## src/rtl/rtu_rob_ptr_ctrl_if.sv

```systemverilog
// ----------------------------------------------------------------------------
// rtu_rob_ptr_ctrl_if
//   Bundles the allocation, head-select, retire and occupancy signals between
//   the reorder-buffer pointer controller and its surroundings.
//   master : dispatch/entry side. Drives alloc_req, entry_retire_vld and
//            rtu_global_flush; observes everything else.
//   slave  : the pointer controller.
//   Signals:
//     alloc_req        dispatch wants one entry this cycle
//     alloc_gnt        request accepted this cycle
//     alloc_iid        index handed to the accepted request (tail)
//     create_vld_oh    one-hot create strobe to the entry array
//     head_vld_oh      one-hot head select to the entry array (0 when empty)
//     entry_retire_vld per-entry retire indication
//     rtu_global_flush clear all entries and pointers
//     retire_pulse     registered: an entry retired last cycle
//     retire_iid       registered: index of that entry
//     rob_full/rob_empty/rob_cnt  occupancy
//     rob_err          sticky protocol error
// ----------------------------------------------------------------------------
interface rtu_rob_ptr_ctrl_if #(
    parameter int ENTRIES = 8,
    parameter int IID_W   = 3
);
    logic               alloc_req;
    logic               alloc_gnt;
    logic [IID_W-1:0]   alloc_iid;
    logic [ENTRIES-1:0] create_vld_oh;
    logic [ENTRIES-1:0] head_vld_oh;
    logic [ENTRIES-1:0] entry_retire_vld;
    logic               rtu_global_flush;
    logic               retire_pulse;
    logic [IID_W-1:0]   retire_iid;
    logic               rob_full;
    logic               rob_empty;
    logic [IID_W:0]     rob_cnt;
    logic               rob_err;

    modport master (
        output alloc_req, entry_retire_vld, rtu_global_flush,
        input  alloc_gnt, alloc_iid, create_vld_oh, head_vld_oh,
               retire_pulse, retire_iid, rob_full, rob_empty, rob_cnt, rob_err
    );

    modport slave (
        input  alloc_req, entry_retire_vld, rtu_global_flush,
        output alloc_gnt, alloc_iid, create_vld_oh, head_vld_oh,
               retire_pulse, retire_iid, rob_full, rob_empty, rob_cnt, rob_err
    );
endinterface

```

## src/rtl/rtu_rob_ptr_ctrl.sv

```systemverilog
// ----------------------------------------------------------------------------
// rtu_rob_ptr_ctrl
//   Head/tail pointer controller for the reorder buffer. Grants one entry per
//   cycle at the tail, selects the head entry, retires the head in order,
//   reports occupancy and flags out-of-order retire indications.
//   Ports:
//     clk     rising-edge clock
//     rst_clk synchronous active-high reset (priority over everything)
//     rob     slave side of rtu_rob_ptr_ctrl_if (see interface header)
// ----------------------------------------------------------------------------
module rtu_rob_ptr_ctrl #(
    parameter int ENTRIES = 8,
    parameter int IID_W   = 3
) (
    input  logic               clk,
    input  logic               rst_clk,
    rtu_rob_ptr_ctrl_if.slave  rob
);

    // Pointers carry one extra wrap bit so full and empty are distinguishable.
    logic [IID_W:0]     head_ptr;
    logic [IID_W:0]     tail_ptr;
    logic [IID_W-1:0]   head_idx;
    logic [IID_W-1:0]   tail_idx;
    logic               empty;
    logic               full;
    logic               gnt;
    logic               do_retire;
    logic               err_hit;
    logic [ENTRIES-1:0] create_oh;
    logic [ENTRIES-1:0] head_oh;
    logic               retire_pulse_q;
    logic [IID_W-1:0]   retire_iid_q;
    logic               err_q;

    assign head_idx = head_ptr[IID_W-1:0];
    assign tail_idx = tail_ptr[IID_W-1:0];
    assign empty    = (head_ptr == tail_ptr);
    assign full     = (head_idx == tail_idx) && (head_ptr[IID_W] != tail_ptr[IID_W]);

    // Fullness comes from registered pointers only: a retire in the same
    // cycle does not make room until the next cycle.
    assign gnt = rob.alloc_req & ~full & ~rob.rtu_global_flush & ~rst_clk;

    always_comb begin
        create_oh = '0;
        head_oh   = '0;
        for (int i = 0; i < ENTRIES; i++) begin
            create_oh[i] = gnt && (tail_idx == IID_W'(i));
            head_oh[i]   = !empty && (head_idx == IID_W'(i));
        end
    end

    assign do_retire = ~empty & rob.entry_retire_vld[head_idx] & ~rob.rtu_global_flush;

    // head_oh is zero when empty, so masking with it covers both the
    // non-head case and the retire-while-empty case.
    assign err_hit = (|(rob.entry_retire_vld & ~head_oh)) & ~rob.rtu_global_flush;

    always_ff @(posedge clk) begin
        if (rst_clk) begin
            head_ptr       <= '0;
            tail_ptr       <= '0;
            retire_pulse_q <= 1'b0;
            retire_iid_q   <= '0;
            err_q          <= 1'b0;
        end else if (rob.rtu_global_flush) begin
            head_ptr       <= '0;
            tail_ptr       <= '0;
            retire_pulse_q <= 1'b0;
        end else begin
            if (gnt) begin
                tail_ptr <= tail_ptr + 1'b1;
            end
            if (do_retire) begin
                head_ptr     <= head_ptr + 1'b1;
                retire_iid_q <= head_idx;
            end
            retire_pulse_q <= do_retire;
            if (err_hit) begin
                err_q <= 1'b1;
            end
        end
    end

    assign rob.alloc_gnt     = gnt;
    assign rob.alloc_iid     = tail_idx;
    assign rob.create_vld_oh = create_oh;
    assign rob.head_vld_oh   = head_oh;
    assign rob.retire_pulse  = retire_pulse_q;
    assign rob.retire_iid    = retire_iid_q;
    assign rob.rob_full      = full;
    assign rob.rob_empty     = empty;
    assign rob.rob_cnt       = tail_ptr - head_ptr;
    assign rob.rob_err       = err_q;

endmodule
```

## src/flat_wrapper.sv

```systemverilog
// flat-port wrapper written by rule: the top's interface ports become plain ports
module rtu_rob_ptr_ctrl_flat 
#(
    parameter int ENTRIES = 8,
    parameter int IID_W   = 3
)
  (clk, rst_clk, rob_alloc_req, rob_entry_retire_vld, rob_rtu_global_flush, rob_alloc_gnt, rob_alloc_iid, rob_create_vld_oh, rob_head_vld_oh, rob_retire_pulse, rob_retire_iid, rob_rob_full, rob_rob_empty, rob_rob_cnt, rob_rob_err);
  rtu_rob_ptr_ctrl_if #(.ENTRIES(ENTRIES), .IID_W(IID_W)) rob_i ();
  input  logic clk;
  input  logic rst_clk;
  input wire logic [$bits(rob_i.alloc_req)-1:0] rob_alloc_req;
  input wire logic [$bits(rob_i.entry_retire_vld)-1:0] rob_entry_retire_vld;
  input wire logic [$bits(rob_i.rtu_global_flush)-1:0] rob_rtu_global_flush;
  output wire logic [$bits(rob_i.alloc_gnt)-1:0] rob_alloc_gnt;
  output wire logic [$bits(rob_i.alloc_iid)-1:0] rob_alloc_iid;
  output wire logic [$bits(rob_i.create_vld_oh)-1:0] rob_create_vld_oh;
  output wire logic [$bits(rob_i.head_vld_oh)-1:0] rob_head_vld_oh;
  output wire logic [$bits(rob_i.retire_pulse)-1:0] rob_retire_pulse;
  output wire logic [$bits(rob_i.retire_iid)-1:0] rob_retire_iid;
  output wire logic [$bits(rob_i.rob_full)-1:0] rob_rob_full;
  output wire logic [$bits(rob_i.rob_empty)-1:0] rob_rob_empty;
  output wire logic [$bits(rob_i.rob_cnt)-1:0] rob_rob_cnt;
  output wire logic [$bits(rob_i.rob_err)-1:0] rob_rob_err;
  assign rob_i.alloc_req = rob_alloc_req;
  assign rob_i.entry_retire_vld = rob_entry_retire_vld;
  assign rob_i.rtu_global_flush = rob_rtu_global_flush;
  assign rob_alloc_gnt = rob_i.alloc_gnt;
  assign rob_alloc_iid = rob_i.alloc_iid;
  assign rob_create_vld_oh = rob_i.create_vld_oh;
  assign rob_head_vld_oh = rob_i.head_vld_oh;
  assign rob_retire_pulse = rob_i.retire_pulse;
  assign rob_retire_iid = rob_i.retire_iid;
  assign rob_rob_full = rob_i.rob_full;
  assign rob_rob_empty = rob_i.rob_empty;
  assign rob_rob_cnt = rob_i.rob_cnt;
  assign rob_rob_err = rob_i.rob_err;
  rtu_rob_ptr_ctrl #(.ENTRIES(ENTRIES), .IID_W(IID_W)) u_core (.clk(clk), .rst_clk(rst_clk), .rob(rob_i));
endmodule
```

## config.mk

```make
export PLATFORM = sky130hd
export DESIGN_NAME = rtu_rob_ptr_ctrl_flat
export DESIGN_NICKNAME = d
export VERILOG_FILES = /design/src/rtl/rtu_rob_ptr_ctrl_if.sv /design/src/rtl/rtu_rob_ptr_ctrl.sv /design/src/flat_wrapper.sv
export SDC_FILE = /design/constraint.sdc
export NUM_CORES = 1
export LEC_CHECK = 0
export ABC_AREA = 1
export CAP_MARGIN = 40
export CORE_ASPECT_RATIO = 1.75
export CORE_MARGIN = 2
export CORE_UTILIZATION = 45
export CTS_CLUSTER_DIAMETER = 100
export DETAILED_ROUTE_END_ITERATION = 7
export PLACE_DENSITY = 0.8
export REMOVE_ABC_BUFFERS = 1
export SETUP_SLACK_MARGIN = 0.02
export SLEW_MARGIN = 20
export SYNTH_ARGS = -nofsm -noshare
export SYNTH_HDL_FRONTEND = slang
export SYNTH_SLANG_ARGS = --single-unit
```

## constraint.sdc

```tcl
create_clock -name clk -period 2.05 [get_ports clk]
set_input_delay 0.205 -clock clk [delete_from_list [all_inputs] [get_ports clk]]
set_output_delay 0.205 -clock clk [all_outputs]
set_load 0.01 [all_outputs]
```

; ---- Word-level counts from Yosys, hierarchy flattened
; Index checks and enable logic that the tools add are counted.
[op_classes]
addsub = 3
mul = 0
n_div = 0
magnitude_cmp = 1
n_eq_ne = 17
shift = 0
mux = 2
bitwise_logic = 12
reduce_logical = 24
[op_table]
columns = cell, n
row1 = equality test 3 bit (second input constant), 8
row2 = logical AND 1 bit, 17
row3 = equality test 3 x 2 -> 1 bit (second input constant), 4
row4 = adder 4 x 1 -> 4 bit (second input constant), 2
row5 = AND 8 bit, 1
row6 = NOT 8 bit, 1
row7 = OR reduction 8 bit, 1
row8 = AND 1 bit, 6
row9 = equality test 3 x 1 -> 1 bit (second input constant), 2
row10 = zero test 3 bit, 2
row11 = equality test 4 bit, 1
row12 = less-than comparator 3 x 4 -> 1 bit (second input constant), 1
row13 = NOT 1 bit, 4
row14 = AND reduction 2 bit, 2
row15 = subtractor 4 bit, 1
row16 = binary-select mux 1 bit (select 3 bit), 1
row17 = equality test 3 bit, 1
row18 = OR reduction 2 bit, 1
row19 = zero test 1 bit, 1
row20 = 2-to-1 mux 1 bit, 1
row21 = != test 1 bit, 1
[totals]
reg_bits = 13
latch_bits = 0
ramBits = 0
romBits = 0
inputBits = 12
output_inout_bits = 31
wordCells = 64
mem_count = 0

; ---- Longest topological paths before layout
[depth]
depth_word = 8
depth_mapped = 12
mapped_depth_nobuf = 12

; ---- Worst setup path after synthesis
; Ideal clock, no wire load.
[synth_path]
path_type = register to output
from = register u_core.head_ptr[1]
to = output rob_create_vld_oh[0]
arrival_ns = 1.686
required_time_ns = 1.845
path_slack_ns = 0.159
path_stages_with_launch = 10
n_path_buf = 0
cell_sequence = dfxtp_1 > inv_1 > ha_1 > nand2_2 > nor2_4 > nand2_1 > nand2_2 > inv_2 > nand2_2 > nor3_1
[synth_between]
elab_chain_len = 7
[synth_lines]
columns = element, line
row1 = from (decl), rtu_rob_ptr_ctrl.sv:21  ; logic [IID_W:0] head_ptr;
row2 = from (signal assigned), rtu_rob_ptr_ctrl.sv:76  ; head_ptr <= head_ptr + 1'b1;
row3 = equality test 3 bit, rtu_rob_ptr_ctrl.sv:39  ; assign full = (head_idx == tail_idx) && (head_ptr[IID_W] != tail_ptr[IID_W]);
row4 = logical AND 1 bit, rtu_rob_ptr_ctrl.sv:39
row5 = NOT 1 bit, rtu_rob_ptr_ctrl.sv:43  ; assign gnt = rob.alloc_req & ~full & ~rob.rtu_global_flush & ~rst_clk;
row6 = AND 1 bit (3 in series), rtu_rob_ptr_ctrl.sv:43
row7 = logical AND 1 bit, rtu_rob_ptr_ctrl.sv:49  ; create_oh[i] = gnt && (tail_idx == IID_W'(i));
row8 = to (decl), flat_wrapper.sv:16  ; output wire logic [$bits(rob_i.create_vld_oh)-1:0] rob_create_vld_oh;
; No other way between the ends.

; ---- Worst setup path in the final report
[layout_path]
from = register u_core.head_ptr[2]
to = output rob_head_vld_oh[3]
[layout_between]
elab_chain_len = 3
word_cells_on_any_way = 4
classes_between = eq/ne: 2 / reduce/logical: 2
[layout_lines]
columns = element, line
row1 = equality test 4 bit, rtu_rob_ptr_ctrl.sv:38  ; assign empty = (head_ptr == tail_ptr);
row2 = zero test 1 bit, rtu_rob_ptr_ctrl.sv:50  ; head_oh[i] = !empty && (head_idx == IID_W'(i));
row3 = logical AND 1 bit *, rtu_rob_ptr_ctrl.sv:50
row4 = to (decl), flat_wrapper.sv:17  ; output wire logic [$bits(rob_i.head_vld_oh)-1:0] rob_head_vld_oh;
; Every way passes the cells marked *; elsewhere a longest branch is shown, timed or not.

==> metrics.txt <==
status finished, final reports clean; Die Footprint about 3200 um^2; hpwl dp roughly 2500 um; most common cell after layout, fill and taps aside nand2_1; register area share after synthesis 21.2%; FF-to-FF Start u_core.tail_ptr[0]; CTS tree yes; fin crit period 1.95 ns; cell taking the most area after synthesis dfxtp_1; largest net degree at the start of global routing 12; n_diodes 0; Clk Tree Root Cell clkbuf_8; Final period util 94.9%; Port Buf Inserts 42; Core Rows 25; remaining global-route overflow 0; Clock Tree Buf Depth 2; share of layout cells above drive strength 1 27.2%; Final Skew 0.00347 ns; GRT Total Usage 20.9%; H-Tree Depth 1; Residual DRC 0; area delta synth->final 48.4%; Crit path required time around 1.9 ns; max-capacitance violation count 0; clock network power share 34.0%; Comb power frac 27.5%; post-synth top area share 21.2%; hold path startpoint u_core.rob.retire_iid[0]; routed length per instance around 12 um; Post-CTS Setup Inserts 0; initial core utilization 46.3%; Initial DRC Count 32; switching power 0.000197 W; Skew-Pair Late Insertion Delay 0.25 ns; clock sink total 13; Num CTS Buffers 3; sequential group share of total power 38.4%; first-pass GRT wire length 5110 um; Worst slew margin 74.3%; DP Worst Slack -0.0385 ns; Internal 0.000487 W; Switching Share 28.8%; Unique masters post-synth 27; fmax 514 MHz; Crit. End Element output port; post-route ant nets 0; Synth warnings 0; number of global-route vias before repair 1,199; post-synth design cell area ~1200 um^2; Pwr Density 375 nW/um^2; post-synthesis register bit count 13; Slew Limit Fails 0; Setup Crit Path Kind reg2out; maximum vdd drop approximately 0.60 mV; WP data arrival 1.74 ns; startpoint class of the critical path register; R2R depth 13; First-pass DRT Iterations 4; post-route setup slack ~0.10 ns; commonest non-fill, non-tap cells in the layout nand2_1 (43), inv_1 (33), clkdlybuf4s50_1 (20); hold path depth 2; Worst Setup SP u_core.head_ptr[2]; P_leak about 1 nW; Die Span X 43.5 um; core area 2660 um^2; die height 73.2 um; Least-Margin Pin Slew 0.383 ns; crit-path max FO 9; CTS clk-pin slew, worst paths ~0.06 ns; RSZ-0062 raised after global routing yes; Synth area leaders dfxtp_1 (21%), ha_1 (15%), nand2_1 (14%), inv_1 (10%), nand2_2 (4.1%); Worst Hold Class reg2reg; Via density 4.76; initial antenna violation count 0; Syn Area/Cell 6.83 um^2; final wirelength 3090 um; I/O pin total 43; GPL Wtd Cong 0.816; final setup fails 0; # nets final ~270; post-route setup TNS 0 ns; vias approximately 1,300; Mapped Cells 180; cts hold-fix bufs 0; final hold vios 0
[what timing repair did]
| action | in CTS | in global routing |
|---|---|---|
| setup endpoints to repair | 21 | 19 |
| pin swaps | 0 | 0 |
| gates cloned | 0 | 1 |
| resized for setup | 31 | 20 |
[layer usage]
layer	wire length (um)	global-route usage, %	up-vias
li1	-	-	659
met1	1160	21.9	581
met2	1830	41.6	23
met3	52	1.49	4
met4	51	7.07	0
met5	0	0	-
[final cells by class]
cell class                      instances  area [um^2]
Inverter                               40          150
Fill cell                             226          833
Timing Repair Buffer                   58          493
Sequential cell                        13          262
Multi-Input combinational cell        124          842
Tap cell                               27         33.8
Clock buffer                            4         45.0
[stage by stage]
| step | total power [W] | area, um^2 | std cells | util, % | hold slack [ns] |
|---|---|---|---|---|---|
| 6_report | 0.000685 | 1830 | 266 | 68.7 | 0.441 |
| 2_1_floorplan | 0.000359 | 1200 | 176 | - | 0.267 |
| 4_1_cts | 0.000680 | 1810 | 265 | 68.0 | 0.443 |
| 3_3_place_gp | 0.000453 | 1770 | 261 | 66.7 | 0.431 |
| 3_5_place_dp | 0.000455 | 1770 | 261 | 66.7 | 0.435 |
| 5_1_grt | 0.000716 | 1830 | 266 | 68.7 | 0.463 |
[critical path, cell delays in order (launching register included)]
cell,delay [ns]
dfxtp_1,0.32
inv_1,0.08
ha_4,0.28
nand2_2,0.07
nor2_4,0.09
buf_4,0.16
nand2_8,0.08
nand2_1,0.09
inv_1,0.04
dlygate4sd2_1,0.27
[sequential cells by signal, indices dropped and copies added, names as in the netlist]
signal / flops
u_core.tail_ptr: 4
u_core.rob.retire_iid: 3
u_core.rob.rob_err: 1
u_core.head_ptr: 4
u_core.rob.retire_pulse: 1
[logic make-up (layout without fill, tap and decap cells)]
group	after synthesis	in the layout	synth area share, %
AOI/OAI and AO/OA	14	14	7.63
and+or+nand+nor	90	91	37.5
DFF	13	13	21.2
xor gates and xnor gates	3	3	2.14
buffers and inverters	44	102	14.6
adders and majority gates	16	16	16.9
[final timing paths]
| path | to | slack (ns) |
|---|---|---|
| worst max register to register | u_core.rob.rob_err | 0.34 |
| worst min-delay path | u_core.rob.retire_iid[0] | 0.44 |
| worst min register to register | u_core.rob.retire_iid[0] | 0.44 |
| worst max-delay path | rob_head_vld_oh[3] | 0.10 |
[synth_stat cells]
| cell | n |
|---|---|
| nand4_1 | 1 |
| nand2_4 | 3 |
| o21ai_0 | 2 |
| a21oi_4 | 1 |
| o21ai_2 | 1 |
| ha_1 | 15 |
| a21oi_2 | 1 |
| nor2_4 | 1 |
| inv_1 | 34 |
| xor2_1 | 2 |
| a211oi_1 | 2 |
| nand2_2 | 8 |
| nand3_2 | 2 |
| nor3_1 | 7 |
| nor2_1 | 11 |
| nor3b_2 | 1 |
| buf_4 | 4 |
| and2_4 | 1 |
| inv_2 | 6 |
| a21oi_1 | 7 |
| nand2_1 | 47 |
| fa_1 | 1 |
| dfxtp_1 | 13 |
| nand3_4 | 2 |
| xnor2_1 | 1 |
| nand3_1 | 5 |
| nor2_2 | 1 |
[power groups by stage]
| stage | sequential (W) | combinational (W) | clock (W) |
|---|---|---|---|
| after CTS | 0.000263 | 0.000181 | 0.000236 |
| after global placement | 0.000268 | 0.000185 | 0 |
| after global routing | 0.000264 | 0.000209 | 0.000244 |
| after floorplan | 0.000272 | 0.0000865 | 0 |
| final | 0.000263 | 0.000188 | 0.000233 |
| after detailed placement | 0.000268 | 0.000187 | 0 |
Note: power is estimated with default switching activity, not from simulation.
